--- src/rtl/usr_shift_sequencer.sv ---
// Command-driven controller for a 4-bit universal shift register: accepts one
// load/shift command per handshake and sequences Sel/fill/parallel data.
module usr_shift_sequencer #(
  parameter int WIDTH = 4,
  parameter int CNT_W = 4
) (
  input  logic             Clk,
  input  logic             Rst,
  input  logic             Cmd_Valid,
  output logic             Cmd_Ready,
  input  logic             Cmd_Load,
  input  logic             Cmd_Dir,
  input  logic             Cmd_Fill,
  input  logic [CNT_W-1:0] Cmd_Count,
  input  logic [WIDTH-1:0] Cmd_Data,
  input  logic             Abort,
  output logic [1:0]       Sel,
  output logic [WIDTH-1:0] P_Out,
  output logic             Fill_Msb,
  output logic             Fill_Lsb,
  output logic             Busy,
  output logic             Done,
  output logic             Aborted,
  output logic [CNT_W-1:0] Remaining
);

  typedef enum logic [1:0] {
    S_IDLE,
    S_LOAD,
    S_SHIFT,
    S_DONE
  } state_t;

  localparam logic [1:0] SEL_HOLD  = 2'b00;
  localparam logic [1:0] SEL_RIGHT = 2'b01;
  localparam logic [1:0] SEL_LEFT  = 2'b10;
  localparam logic [1:0] SEL_LOAD  = 2'b11;

  state_t           r_state;
  state_t           w_next_state;
  logic             r_dir;
  logic             r_fill;
  logic             r_aborted;
  logic [CNT_W-1:0] r_remaining;
  logic [WIDTH-1:0] r_data;
  logic             w_accept;

  assign w_accept  = Cmd_Valid && (r_state == S_IDLE);
  assign P_Out     = r_data;
  assign Remaining = r_remaining;

  // NOTE: every output gets a default before the case, so no path leaves a
  // variable unassigned and no latch is inferred.
  always_comb begin
    w_next_state = r_state;
    Cmd_Ready    = 1'b0;
    Sel          = SEL_HOLD;
    Fill_Msb     = 1'b0;
    Fill_Lsb     = 1'b0;
    Busy         = 1'b0;
    Done         = 1'b0;
    Aborted      = 1'b0;
    case (r_state)
      S_IDLE: begin
        Cmd_Ready = 1'b1;
        if (w_accept) begin
          if (Cmd_Load)               w_next_state = S_LOAD;
          else if (Cmd_Count != '0)   w_next_state = S_SHIFT;
          else                        w_next_state = S_DONE;
        end
      end
      S_LOAD: begin
        Sel  = SEL_LOAD;
        Busy = 1'b1;
        if (Abort || (r_remaining == '0)) w_next_state = S_DONE;
        else                              w_next_state = S_SHIFT;
      end
      S_SHIFT: begin
        Sel      = r_dir ? SEL_LEFT : SEL_RIGHT;
        Busy     = 1'b1;
        Fill_Msb = !r_dir && r_fill;
        Fill_Lsb = r_dir && r_fill;
        // Remaining<=1 rather than ==1 so a corrupted count can never hang here.
        if (Abort || (r_remaining <= CNT_W'(1))) w_next_state = S_DONE;
      end
      S_DONE: begin
        Done         = 1'b1;
        Aborted      = r_aborted;
        w_next_state = S_IDLE;
      end
      default: w_next_state = S_IDLE;
    endcase
  end

  // NOTE: sequential state uses non-blocking assignments so every register
  // samples the pre-edge values regardless of statement order.
  always_ff @(posedge Clk or negedge Rst) begin
    if (!Rst) begin
      r_state     <= S_IDLE;
      r_dir       <= 1'b0;
      r_fill      <= 1'b0;
      r_aborted   <= 1'b0;
      r_remaining <= '0;
      r_data      <= '0;
    end else begin
      r_state <= w_next_state;
      case (r_state)
        S_IDLE: begin
          if (w_accept) begin
            r_dir       <= Cmd_Dir;
            r_fill      <= Cmd_Fill;
            r_remaining <= Cmd_Count;
            r_data      <= Cmd_Data;
            r_aborted   <= 1'b0;
          end
        end
        S_LOAD: begin
          if (Abort) begin
            r_remaining <= '0;
            r_aborted   <= 1'b1;
          end
        end
        S_SHIFT: begin
          if (Abort) begin
            r_remaining <= '0;
            r_aborted   <= 1'b1;
          end else if (r_remaining != '0) begin
            r_remaining <= r_remaining - CNT_W'(1);
          end
        end
        default: ;
      endcase
    end
  end

endmodule

--- config.mk ---
export PLATFORM = sky130hd
export DESIGN_NAME = usr_shift_sequencer
export DESIGN_NICKNAME = d
export VERILOG_FILES = /design/src/rtl/usr_shift_sequencer.sv
export SDC_FILE = /design/constraint.sdc
export NUM_CORES = 1
export LEC_CHECK = 0
export ABC_AREA = 1
export BUFFER_PORTS_ARGS = -buffer_cell sky130_fd_sc_hd__buf_4
export CAP_MARGIN = 20
export CORE_MARGIN = 1.5
export CORE_UTILIZATION = 51
export CTS_CLUSTER_SIZE = 25
export DETAILED_ROUTE_END_ITERATION = 10
export PLACE_DENSITY = 0.93
export SETUP_SLACK_MARGIN = 0.2
export SKIP_LAST_GASP = 1
export SLEW_MARGIN = 20
export SYNTH_ARGS = -nofsm -noshare
export SYNTH_HDL_FRONTEND = slang
export SYNTH_SLANG_ARGS = --single-unit
--- constraint.sdc ---
create_clock -name Clk -period 2.81 [get_ports Clk]
set_input_delay 0.562 -clock Clk [delete_from_list [all_inputs] [get_ports Clk]]
set_output_delay 0.562 -clock Clk [all_outputs]
set_load 0.1 [all_outputs]
== Word-level counts from Yosys, hierarchy flattened ==
Index checks and enable logic that the tools add are counted.
Cells by class
  multiply operators: 0
  equal/unequal tests: 8
  add/subtract/negate cells: 1
  reduce and logical (&&, ||, !) cells: 17
  shift operators: 0
  bitwise operators: 0
  div/mod/pow operators: 0
  order comparisons: 1
  multiplexer cells: 22
Operator list (count)
  4-bit 2-to-1 mux: 4
  4-bit case mux with 3 select lines: 1
  1-bit 2-to-1 mux: 10
  2-bit 2-to-1 mux: 4
  2-bit case mux with 4 select lines: 1
  4-bit nonzero test: 2
  2-bit != test, second input constant: 3
  2-bit equality test, second input constant: 2
  4-bit by 1-bit less-or-equal comparator with 1-bit output, second input constant: 1
  4-bit logical NOT: 1
  2-bit case mux with 2 select lines: 1
  2-bit AND reduction: 2
  4-bit AND reduction: 1
  4-bit by 1-bit subtractor with 4-bit output, second input constant: 1
  1-bit logical AND: 3
  3-bit != test, second input constant: 1
  3-bit AND reduction: 1
  3-bit nonzero test: 1
  2-bit by 1-bit equality test with 1-bit output, second input constant: 1
  2-bit logical NOT: 1
  1-bit logical OR: 2
  2-bit by 1-bit != test with 1-bit output, second input constant: 1
  1-bit case mux with 2 select lines: 1
  2-bit nonzero test: 1
  2 further kinds: 2
Storage, ports and cells
  bits of input ports: 15
  memories: 0
  bits in writable memories: 0
  ROM bits: 0
  bits in latches: 0
  register bits after elaboration: 13
  output and inout bits: 16

== Longest topological paths before layout ==
  depth in word-level cells: 5
  mapped depth: 9

== Least setup slack after synthesis ==
OpenSTA, ideal clock, no wires.
  path type: flip-flop to output port
  from: register r_state[0]
  to: output port Sel[0]
  data required time: 2248 ps
  stages on the path, launching flop included: 5
  slack: -1061 ps
  data arrival time: 3309 ps
  path through: dfrtp_1 > inv_1 > ha_1 > clkinv_1 > a21oi_1
Between the ends
  cells in the longest elaborated chain, start to end: 2
RTL lines
  start, declared: line 39  | state_t r_state;
  start signal, assigned: line 106  | r_state <= w_next_state;
  2-bit equality test / 2-bit by 1-bit equality test with 1-bit output (equally long branches): line 63  | case (r_state)
  2-bit case mux with 2 select lines (*): line 63
  end, declared: line 17  | output logic [1:0] Sel,
Mark *: on every way between the ends. The rest lies on a longest branch, timed or not.

== Worst setup path after layout ==
  from: register r_state[0]
  to: output port Sel[1]
Same word-level chain as after synthesis.

==> results.py <==
metrics = {
    "run_status": {
        "status": "finished clean",
    },
    "global_route": {
        "gr-total-overflow": 0,
        "grt_pass1_vias": 786,
        "grt_pass1_wl_mm": 3.35,
        "grt_use_total_pct": 24.0,
        "grt_max_degree": 14,
        "antenna_found_initial": 0,
    },
    "sta": {
        "max_slew.worst_pin.slew_ns": 0.326,
        "fin_skew_ns": 0.00196,
        "period_share_pct": 88.3,
        "final_max_slew_viol_count": 0,
        "max_freq_mhz": 403,
        "min_period_ns": 2.48,
        "rsz0062_at_grt": "false",
        "setup-tns-final_ns": 0,
        "final_hold_viol_count": 0,
        "max_slew_margin_pct": 78.1,
        "setup_violations": 0,
    },
    "synthesis": {
        "synth_xor_area_share_pct": 1.02,
        "synth_top_family_by_area": "simple AND/OR/NAND/NOR gates",
        "yosysUniqueCellTypes": 19,
        "synth_area_per_cell_um2": 7.64,
        "yosys_warnings": 0,
        "synth_seq_cells": 13,
        "yosys.area_share.simple_pct": 27.6,
        "synth_top_area_share_pct": 38.0,
        "postSynthCellCount": 112,
        "muxShareOfSynthArea_pct": 5.26,
        "yosys.area.top_type": "dfrtp_1",
        "ys_seq_area_share_pct": 38.0,
        "syn_nets": 134,
        "synth-compound-area-share_pct": 10.4,
        "syn_area_um2": 856,
        "synth_adder_area_share_pct": 10.2,
        "ys_top_cells_by_area": "dfrtp_1 (38%), nand2_1 (14%), ha_1 (10%)",
    },
    "floorplanning": {
        "die_h_um": 44.0,
        "initial_utilization_pct": 55.5,
        "core_area_mm2": 0.00154,
        "rows": 14,
        "die_x_um": 44.0,
        "num_io_pins": 31,
        "dieArea_mm2": 0.00193,
    },
    "flow_run": {
        "maxCapViolCount": 0,
    },
    "clocking": {
        "cts_setup_buffers": 0,
        "clockBufferDepth": 2,
        "cts_buffers": 3,
        "htree_levels": 1,
        "postCtsHoldBufs": 0,
        "path_clk_slew_ns": 0.08,
        "cts.sinks": 13,
        "clk-insertion-delay-late_ns": 0.27,
        "cts_tree": "built",
        "cts-root-buf": "clkbuf_4",
        "cts_resized": 0,
    },
    "hold_path": {
        "hold_class": "input pin to asynchronous set/reset pin",
    },
    "route": {
        "wl_mm": 1.96,
        "post-route-drc-count": 0,
        "dr.pass1.iters": 4,
        "ant_nets": 0,
        "vias": 813,
        "drt_iter0_drc": 17,
        "avgRoutedWirePerCell_um": 12.1,
        "viasPerCell": 5.02,
    },
    "place": {
        "io_buffers": 30,
        "post-dp-hpwl_mm": 1.59,
        "gp_congestion": 0.856,
    },
    "cells_and_area": {
        "antenna_cells": 0,
        "nNetsFinal": 169,
        "syn_to_final_growth_pct": 34.9,
        "drive_gt1_share_pct": 35.6,
    },
    "setup_path": {
        "crit_arrival_ns": 1.92,
        "critPathCaptureType": "primary output",
        "critPathMaxFanout": 9,
        "required_ns": 2.25,
        "startpoint_type": "register",
        "critical_path_class": "register to primary output",
    },
}
[layout make-up]
type                            instances  area, um2
Inverter                               17       63.8
Fill cell                             120        387
Multi-Input combinational cell         82        494
Timing Repair Buffer                   30        225
Sequential cell                        13        325
Clock buffer                            4       26.3
Tap cell                               16       20.0
[routing by layer]
layer	vias to the layer above	track usage (%)	wire length [um]
li1	414	-	-
met1	381	30.2	884
met2	16	39.7	1010
met3	2	4.17	57
met4	0	11.5	15
met5	-	0	0
[path summary, 6_finish.rpt]
check	cells past startpoint	end	start	slack (ns)
worst max register to register	7	Remaining[0]	r_state[0]	1.15
worst min register to register	1	P_Out[1]	P_Out[1]	0.51
worst max-delay path	5	Sel[1]	r_state[0]	0.33
min in group Clk	1	P_Out[1]	P_Out[1]	0.51
worst min-delay path	1	P_Out[2]	Rst	0.12
max in group asynchronous	1	Remaining[3]	Rst	2.53
[critical path: stages, from the launching register on]
cell	delay, ns
dfrtp_1	0.40
inv_1	0.09
ha_2	0.36
clkinv_1	0.29
a21oi_4	0.21
buf_4	0.31
[sequential cells by signal (all words and copies together) (netlist names)]
name	cells
P_Out	4
Remaining	4
r_state	2
r_aborted	1
r_dir	1
r_fill	1
[cells in the final DEF, fill, tap and decap left out]
master / instances
a21oi_1: 3
a21oi_2: 1
a21oi_4: 2
buf_4: 30
clkbuf_1: 1
clkbuf_4: 3
clkinv_1: 1
dfrtp_1: 13
ha_1: 6
ha_2: 1
inv_1: 15
inv_2: 1
mux2_2: 4
nand2_1: 33
nand2_2: 3
nand3_1: 2
nand3_2: 1
nor2_1: 9
nor2_2: 5
nor2_4: 1
o21ai_0: 8
o21bai_1: 1
o31ai_1: 1
xnor2_1: 1
[through the flow]
stage                     setup slack [ns]  util [%]  cells  area (um2)  hold slack, ns
after global placement               0.687      73.2    158        1130           0.413
after global routing                 0.219      74.9    162        1150           0.114
final                                0.329      74.9    162        1150           0.119
after floorplan                      0.107         -    112         883           0.266
after detailed placement             0.624      73.2    158        1130           0.415
after CTS                            0.324      74.9    162        1150           0.114
[cells in the mapped netlist (all sizes together)]
cell type,instances
o31ai,1
ha,7
dfrtp,13
nand2,36
o21ai,8
nor2,15
o21bai,1
nand3,3
clkinv,1
inv,16
mux2,4
xnor2,1
a21oi,6
[logic make-up (layout without fill, tap and decap cells)]
family	Yosys count	after routing
multiplexers	4	4
AO/OA/AOI/OAI	16	16
adder cells (fa/ha/maj)	7	7
buffers and inverters	17	51
flip-flops	13	13
AND/OR/NAND/NOR	54	54
XOR/XNOR	1	1
Power is not shown: default switching activity piles up to over one toggle a cycle in this logic, so the estimate is an artifact.
